<file path="config.mk">
export PLATFORM = sky130hd
export DESIGN_NAME = wb_stage
export DESIGN_NICKNAME = d
export VERILOG_FILES = /design/src/rtl/wb_stage.sv
export SDC_FILE = /design/constraint.sdc
export NUM_CORES = 1
export LEC_CHECK = 0
export ABC_AREA = 1
export BUFFER_PORTS_ARGS = -buffer_cell sky130_fd_sc_hd__clkbuf_2
export CORE_MARGIN = 5
export CORE_UTILIZATION = 53
export CTS_CLUSTER_DIAMETER = 150
export CTS_CLUSTER_SIZE = 30
export DETAILED_ROUTE_END_ITERATION = 16
export HOLD_SLACK_MARGIN = 0.12
export PLACE_DENSITY_LB_ADDON = 0.15
export SLEW_MARGIN = 20
export SYNTH_ARGS = -nofsm -noshare
export SYNTH_HDL_FRONTEND = slang
export SYNTH_SLANG_ARGS = --single-unit
</file>
<file path="constraint.sdc">
create_clock -name clk -period 2.5 [get_ports clk]
set_clock_uncertainty 0.2 [all_clocks]
set_input_delay 0.125 -clock clk [delete_from_list [all_inputs] [get_ports clk]]
set_output_delay 0.125 -clock clk [all_outputs]
set_load 0.03 [all_outputs]
</file>
<file path="src/rtl/wb_stage.sv">
// wb_stage -- writeback/commit stage.
//
// Retires one instruction per commit event (s_valid && s_ready). It drives the
// integer register file write port and owns the machine CSRs (mstatus, mtvec,
// mepc, mcause). It also performs ecall trap entry and hands the committed
// next PC to IF over a valid/ready handshake.
//
// Handshake semantics: a transfer happens on a rising edge where valid and
// ready are both high. The sender holds valid and its payload stable until
// that edge. The receiver may change ready freely.
//   s_valid/s_ready : upstream M->W bus register -> this stage (commit)
//   m_valid/m_ready : this stage -> IF (next_pc redirect)
//
// Optional build macro WB_INSTRET_EN adds a 64-bit instret counter at CSR
// 0xB02 (low) / 0xB82 (high).
//
// Ports:
//   clk, rst (async, active-low)
//   pcW, dnpcW, snpcW, ALU_resultW, mdataW, csrW, rdregsrcW, csraddrW, rdW,
//   ecallW, cmp_resultW : committed instruction fields
//   s_valid/s_ready     : commit handshake
//   rf_wen/rf_waddr/rf_wdata : register file write port (combinational)
//   mepc_o, mtvec_o     : current CSR values
//   m_valid/m_ready/next_pc  : redirect to IF
//   state_dbg           : FSM state (0 IDLE, 1 REDIRECT)
module wb_stage #(
  parameter logic [31:0] RESET_MSTATUS = 32'h0000_1800,
  parameter logic [31:0] ECALL_CAUSE   = 32'd11
) (
  input  logic        clk,
  input  logic        rst,
  input  logic [31:0] pcW,
  input  logic [31:0] dnpcW,
  input  logic [31:0] snpcW,
  input  logic [31:0] ALU_resultW,
  input  logic [31:0] mdataW,
  input  logic [31:0] csrW,
  input  logic [2:0]  rdregsrcW,
  input  logic [11:0] csraddrW,
  input  logic [4:0]  rdW,
  input  logic        ecallW,
  input  logic        cmp_resultW,
  input  logic        s_valid,
  output logic        s_ready,
  output logic        rf_wen,
  output logic [4:0]  rf_waddr,
  output logic [31:0] rf_wdata,
  output logic [31:0] mepc_o,
  output logic [31:0] mtvec_o,
  output logic        m_valid,
  input  logic        m_ready,
  output logic [31:0] next_pc,
  output logic [0:0]  state_dbg
);

  localparam logic [0:0] ST_IDLE     = 1'b0;
  localparam logic [0:0] ST_REDIRECT = 1'b1;

  localparam logic [11:0] A_MSTATUS  = 12'h300;
  localparam logic [11:0] A_MTVEC    = 12'h305;
  localparam logic [11:0] A_MEPC     = 12'h341;
  localparam logic [11:0] A_MCAUSE   = 12'h342;
`ifdef WB_INSTRET_EN
  localparam logic [11:0] A_INSTRET  = 12'hB02;
  localparam logic [11:0] A_INSTRETH = 12'hB82;
`endif

  logic [0:0]  state;
  logic [31:0] mstatus, mtvec, mepc, mcause;
  logic        commit;
  logic        csr_wr;
  logic [31:0] csr_rdata;

`ifdef WB_INSTRET_EN
  logic [63:0] instret;
`endif

  assign state_dbg = state;
  assign s_ready   = (state == ST_IDLE);
  assign m_valid   = (state == ST_REDIRECT);
  assign mepc_o    = mepc;
  assign mtvec_o   = mtvec;

  // s_ready is high during reset (state is IDLE), so gate on rst to keep
  // a commit from leaking out while reset is asserted.
  assign commit = s_valid && s_ready && rst;

  // CSR write from the instruction; ecall suppresses it.
  assign csr_wr = commit && !ecallW && (rdregsrcW == 3'd4);

  always_comb begin
    csr_rdata = 32'h0;
    case (csraddrW)
      A_MSTATUS:  csr_rdata = mstatus;
      A_MTVEC:    csr_rdata = mtvec;
      A_MEPC:     csr_rdata = mepc;
      A_MCAUSE:   csr_rdata = mcause;
`ifdef WB_INSTRET_EN
      A_INSTRET:  csr_rdata = instret[31:0];
      A_INSTRETH: csr_rdata = instret[63:32];
`endif
      default:    csr_rdata = 32'h0;
    endcase
  end

  always_comb begin
    rf_wdata = 32'h0;
    case (rdregsrcW)
      3'd1:    rf_wdata = ALU_resultW;
      3'd2:    rf_wdata = mdataW;
      3'd3:    rf_wdata = snpcW;
      3'd4:    rf_wdata = csr_rdata;
      3'd5:    rf_wdata = {31'b0, cmp_resultW};
      default: rf_wdata = 32'h0;
    endcase
  end

  assign rf_waddr = rdW;
  assign rf_wen   = commit && (rdregsrcW >= 3'd1) && (rdregsrcW <= 3'd5) &&
                    (rdW != 5'd0) && !ecallW;

  // Commit/redirect FSM; next_pc is captured on the commit edge and held
  // until IF accepts it.
  always_ff @(posedge clk or negedge rst) begin
    if (!rst) begin
      state   <= ST_IDLE;
      next_pc <= 32'h0;
    end else begin
      case (state)
        ST_IDLE: if (commit) begin
          state   <= ST_REDIRECT;
          next_pc <= ecallW ? mtvec : dnpcW;
        end
        ST_REDIRECT: if (m_ready) state <= ST_IDLE;
        default: state <= ST_IDLE;
      endcase
    end
  end

  always_ff @(posedge clk or negedge rst) begin
    if (!rst) begin
      mstatus <= RESET_MSTATUS;
      mtvec   <= 32'h0;
      mepc    <= 32'h0;
      mcause  <= 32'h0;
    end else if (commit && ecallW) begin
      mepc   <= pcW;
      mcause <= ECALL_CAUSE;
    end else if (csr_wr) begin
      case (csraddrW)
        A_MSTATUS: mstatus <= csrW;
        A_MTVEC:   mtvec   <= csrW;
        A_MEPC:    mepc    <= csrW;
        A_MCAUSE:  mcause  <= csrW;
        default:   ;
      endcase
    end
  end

`ifdef WB_INSTRET_EN
  // A software write to either half replaces that half and suppresses the
  // increment for that commit.
  always_ff @(posedge clk or negedge rst) begin
    if (!rst) begin
      instret <= 64'h0;
    end else if (commit) begin
      if (csr_wr && csraddrW == A_INSTRET)
        instret[31:0] <= csrW;
      else if (csr_wr && csraddrW == A_INSTRETH)
        instret[63:32] <= csrW;
      else
        instret <= instret + 64'd1;
    end
  end
`endif

endmodule
</file>
==> out/metrics.yaml <==
route:
  drc: 0
  dr_wl_met2_um: 17400
  wl_met3_um: 2810
  detail-route-antenna-nets: 0
  top_layer: "met4"
  vias_per_cell: 5.57
  first_pass_iters: 5
  wl_met1_um: 12600
  drt-total-wl_um: 34600
  vias: 10200
  drtIter0Drc: 911
  wl_per_cell_um: 19.0
yosys:
  ys_top_cells_by_count: "425 x nand2_1, 195 x nand3_1, 159 x dfrtp_1"
  yosysSeqAreaShare_pct: 46.0
  avgSynthCellArea_um2: 7.43
  synth_edf_count: 0
  yosysWarnings: 0
  postSynth.asyncResetShare_pct: 100
  ys_seq_elements: 161
  yosys.area.top_type_share_pct: 45.4
  synth_fp_nets: 1399
  netlist_area_mm2: 0.00876
  synth.distinct_cells: 29
  yosysTopAreaCell: "dfrtp_1"
  netlist_instances: 1179
  synth_area_leaders: "dfrtp_1 45%, nand2_1 18%, nand3_1 11%"
  synth_flop_cell: "dfrtp_1"
  yosysMostFrequentCell: "nand2_1"
power:
  power.density_mw_per_mm2: 628
  ir_worst_vdd_v: 0.000492
  p_leak_nw: 6.54
global_route:
  grt_start_max_net_pins: 162
  grt_pass1_wl_um: 53300
  antenna_found_initial: 1
  grt_pass1_vias: 10100
  grt_util_all_layers_pct: 34.9
  grt_overflow: 0
cts:
  numCtsBuffers: 17
  cts_root_buf: "clkbuf_16"
  cts_sinks: 161
  cts_buffer_depth: 2
  clock_latency_ns: 0.42
  clk_pin_slew_ns: 0.06
  tritoncts: "built"
  cts-htree-levels: 4
timing:
  maxSlewHeadroom_pct: 25.1
  rsz0062_at_grt: "no"
  period_needed_ns: 2.37
  slew_violations: 0
  fmax_mhz: 422
  tns_ns: 0
  post-route-period-util_pct: 94.7
  tightest_slew_ns: 1.12
  hold_violations: 0
  finalSetupViolations: 0
die:
  rows: 47
  ios: 355
  die_area_mm2: 0.0192
  fp.dieW_um: 139
  start_util_pct: 53.4
  die_h_um: 139
  core_area_mm2: 0.0164
status:
  status: "finished, final reports clean"
worst_setup_path:
  crit_arrival_ns: 2.51
  endpoint_kind: "flop"
  path_cells: "inv_2 > nand3_4 > inv_2 > nand3_2 > nor2_2 > nor2_2 > buf_4 > nand2_1 > o211ai_1"
  crit_type: "flop to flop"
  critPathTopFamily: "simple AND/OR/NAND/NOR gates"
  required_ns: 2.64
  cp_max_fo: 25
  cp_num_buf_inv: 3
  start_kind: "flop"
  crit_path_top_delay_cell: "nor2_2"
  max_stage_delay_ns: 0.84
finish:
  final_layout_size_suffix_gt1_share_pct: 27.2
  nFillCells: 1327
  nets: 1808
  final_core_util_pct: 74.8
  area_delta_synth_final_pct: 40.0
placed_design:
  numPortBuffers: 354
  gp_congestion: 0.920
  dp_hpwl_um: 24100
hold_path:
  hold_path.class: "input pin to flop"
run:
  drv_cap: 0
stage by stage:
stage | hold WS (ns) | power (mW) | setup slack (ns) | std cells | cell area [um2]
floorplan | -0.371 | 4.11 | 0.455 | 1179 | 8760
global route | 0.174 | 7.96 | 0.0165 | 1822 | 12300
global placement | 0.143 | 4.78 | 0.291 | 1687 | 10600
finish | 0.142 | 7.70 | 0.133 | 1822 | 12300
CTS | 0.125 | 7.70 | 0.166 | 1821 | 12300
detailed placement | 0.131 | 4.81 | 0.206 | 1687 | 10600
report_power, final:
group	total (mW)	switching, mW	leakage (nW)	internal (mW)
clock	2.79	1.09	0.303	1.70
sequential	3.14	0.222	2.12	2.91
combinational	1.78	1.15	4.12	0.624
total	7.70	2.46	6.54	5.24
worst paths after layout:
kind / startpoint / end / slack [ns] / cells past startpoint
worst min-delay path: s_valid / next_pc[23] / 0.14 / 5
worst max register to register: m_valid / mepc_o[15] / 0.13 / 9
max in group asynchronous: rst / mepc_o[1] / 1.19 / 3
worst min register to register: mstatus[12] / mstatus[12] / 0.28 / 2
min in group asynchronous: rst / next_pc[5] / 0.24 / 3
worst max-delay path: m_valid / mepc_o[15] / 0.13 / 9
worst reg2reg max path: stages, from the launching register on:
cell and delay, ns:
dfrtp_1 0.39, inv_2 0.08, nand3_4 0.07, inv_2 0.07
nand3_2 0.11, nor2_2 0.07, nor2_2 0.84, buf_4 0.32
nand2_1 0.06, o211ai_1 0.08
layout by cell type (no fill, tap or decap), types with 2 or more instances in the layout:
master         count
nor2_2             2
clkinvlp_4         2
inv_2              8
o21ai_1          104
inv_1             44
nor3_1             2
nor2_4             6
clkinv_4           3
clkbuf_16         17
o22ai_1            2
clkinv_2           3
nand2_1          425
bufinv_16          4
nand3_1          195
ha_1               2
o211ai_1          30
buf_12             8
nand3_4            3
dfrtp_1          159
o21ai_0           24
nor2_1             9
clkbuf_2         353
dfstp_2            2
buf_4             15
dlygate4sd3_1    102
a21oi_1           64
state kept, by name, summed over array words and instances, names as in the netlist:
signal   count
mepc_o      32
mtvec_o     32
m_valid      1
mcause      32
mstatus     32
next_pc     32
metal layers:
metal  up-vias  global-route usage [%]
li1       4731                       -
met1      4743                    41.3
met2       571                    61.0
met3       109                    6.66
met4         0                    17.4
met5         -                       0
final cells by class:
class,count,area (um2),share of cell area (%)
Clock inverter,13,185,1.51
Antenna cell,1,2.50,0.0204
Clock buffer,19,443,3.61
Tap cell,220,275,2.24
Sequential cell,161,4030,32.9
Inverter,53,201,1.64
Multi-Input combinational cell,876,4060,33.1
Timing Repair Buffer,479,3070,25.0
timing repair:
action / CTS / global route
hold buffers: 102 / 0
hold endpoints to repair: 320 / 0
resized for setup: 0 / 2
buffers inserted: 0 / 0
endpoints found under the setup margin: 0 / 2
kinds of logic after synthesis:
group           Yosys count  share of synthesized area, %
compound gates          226                          14.0
flops                   161                          46.0
buf+inv                 142                          7.84
simple gates            648                          31.9
fa+ha+maj                 2                         0.286
Power figures use the tool's default switching activity.
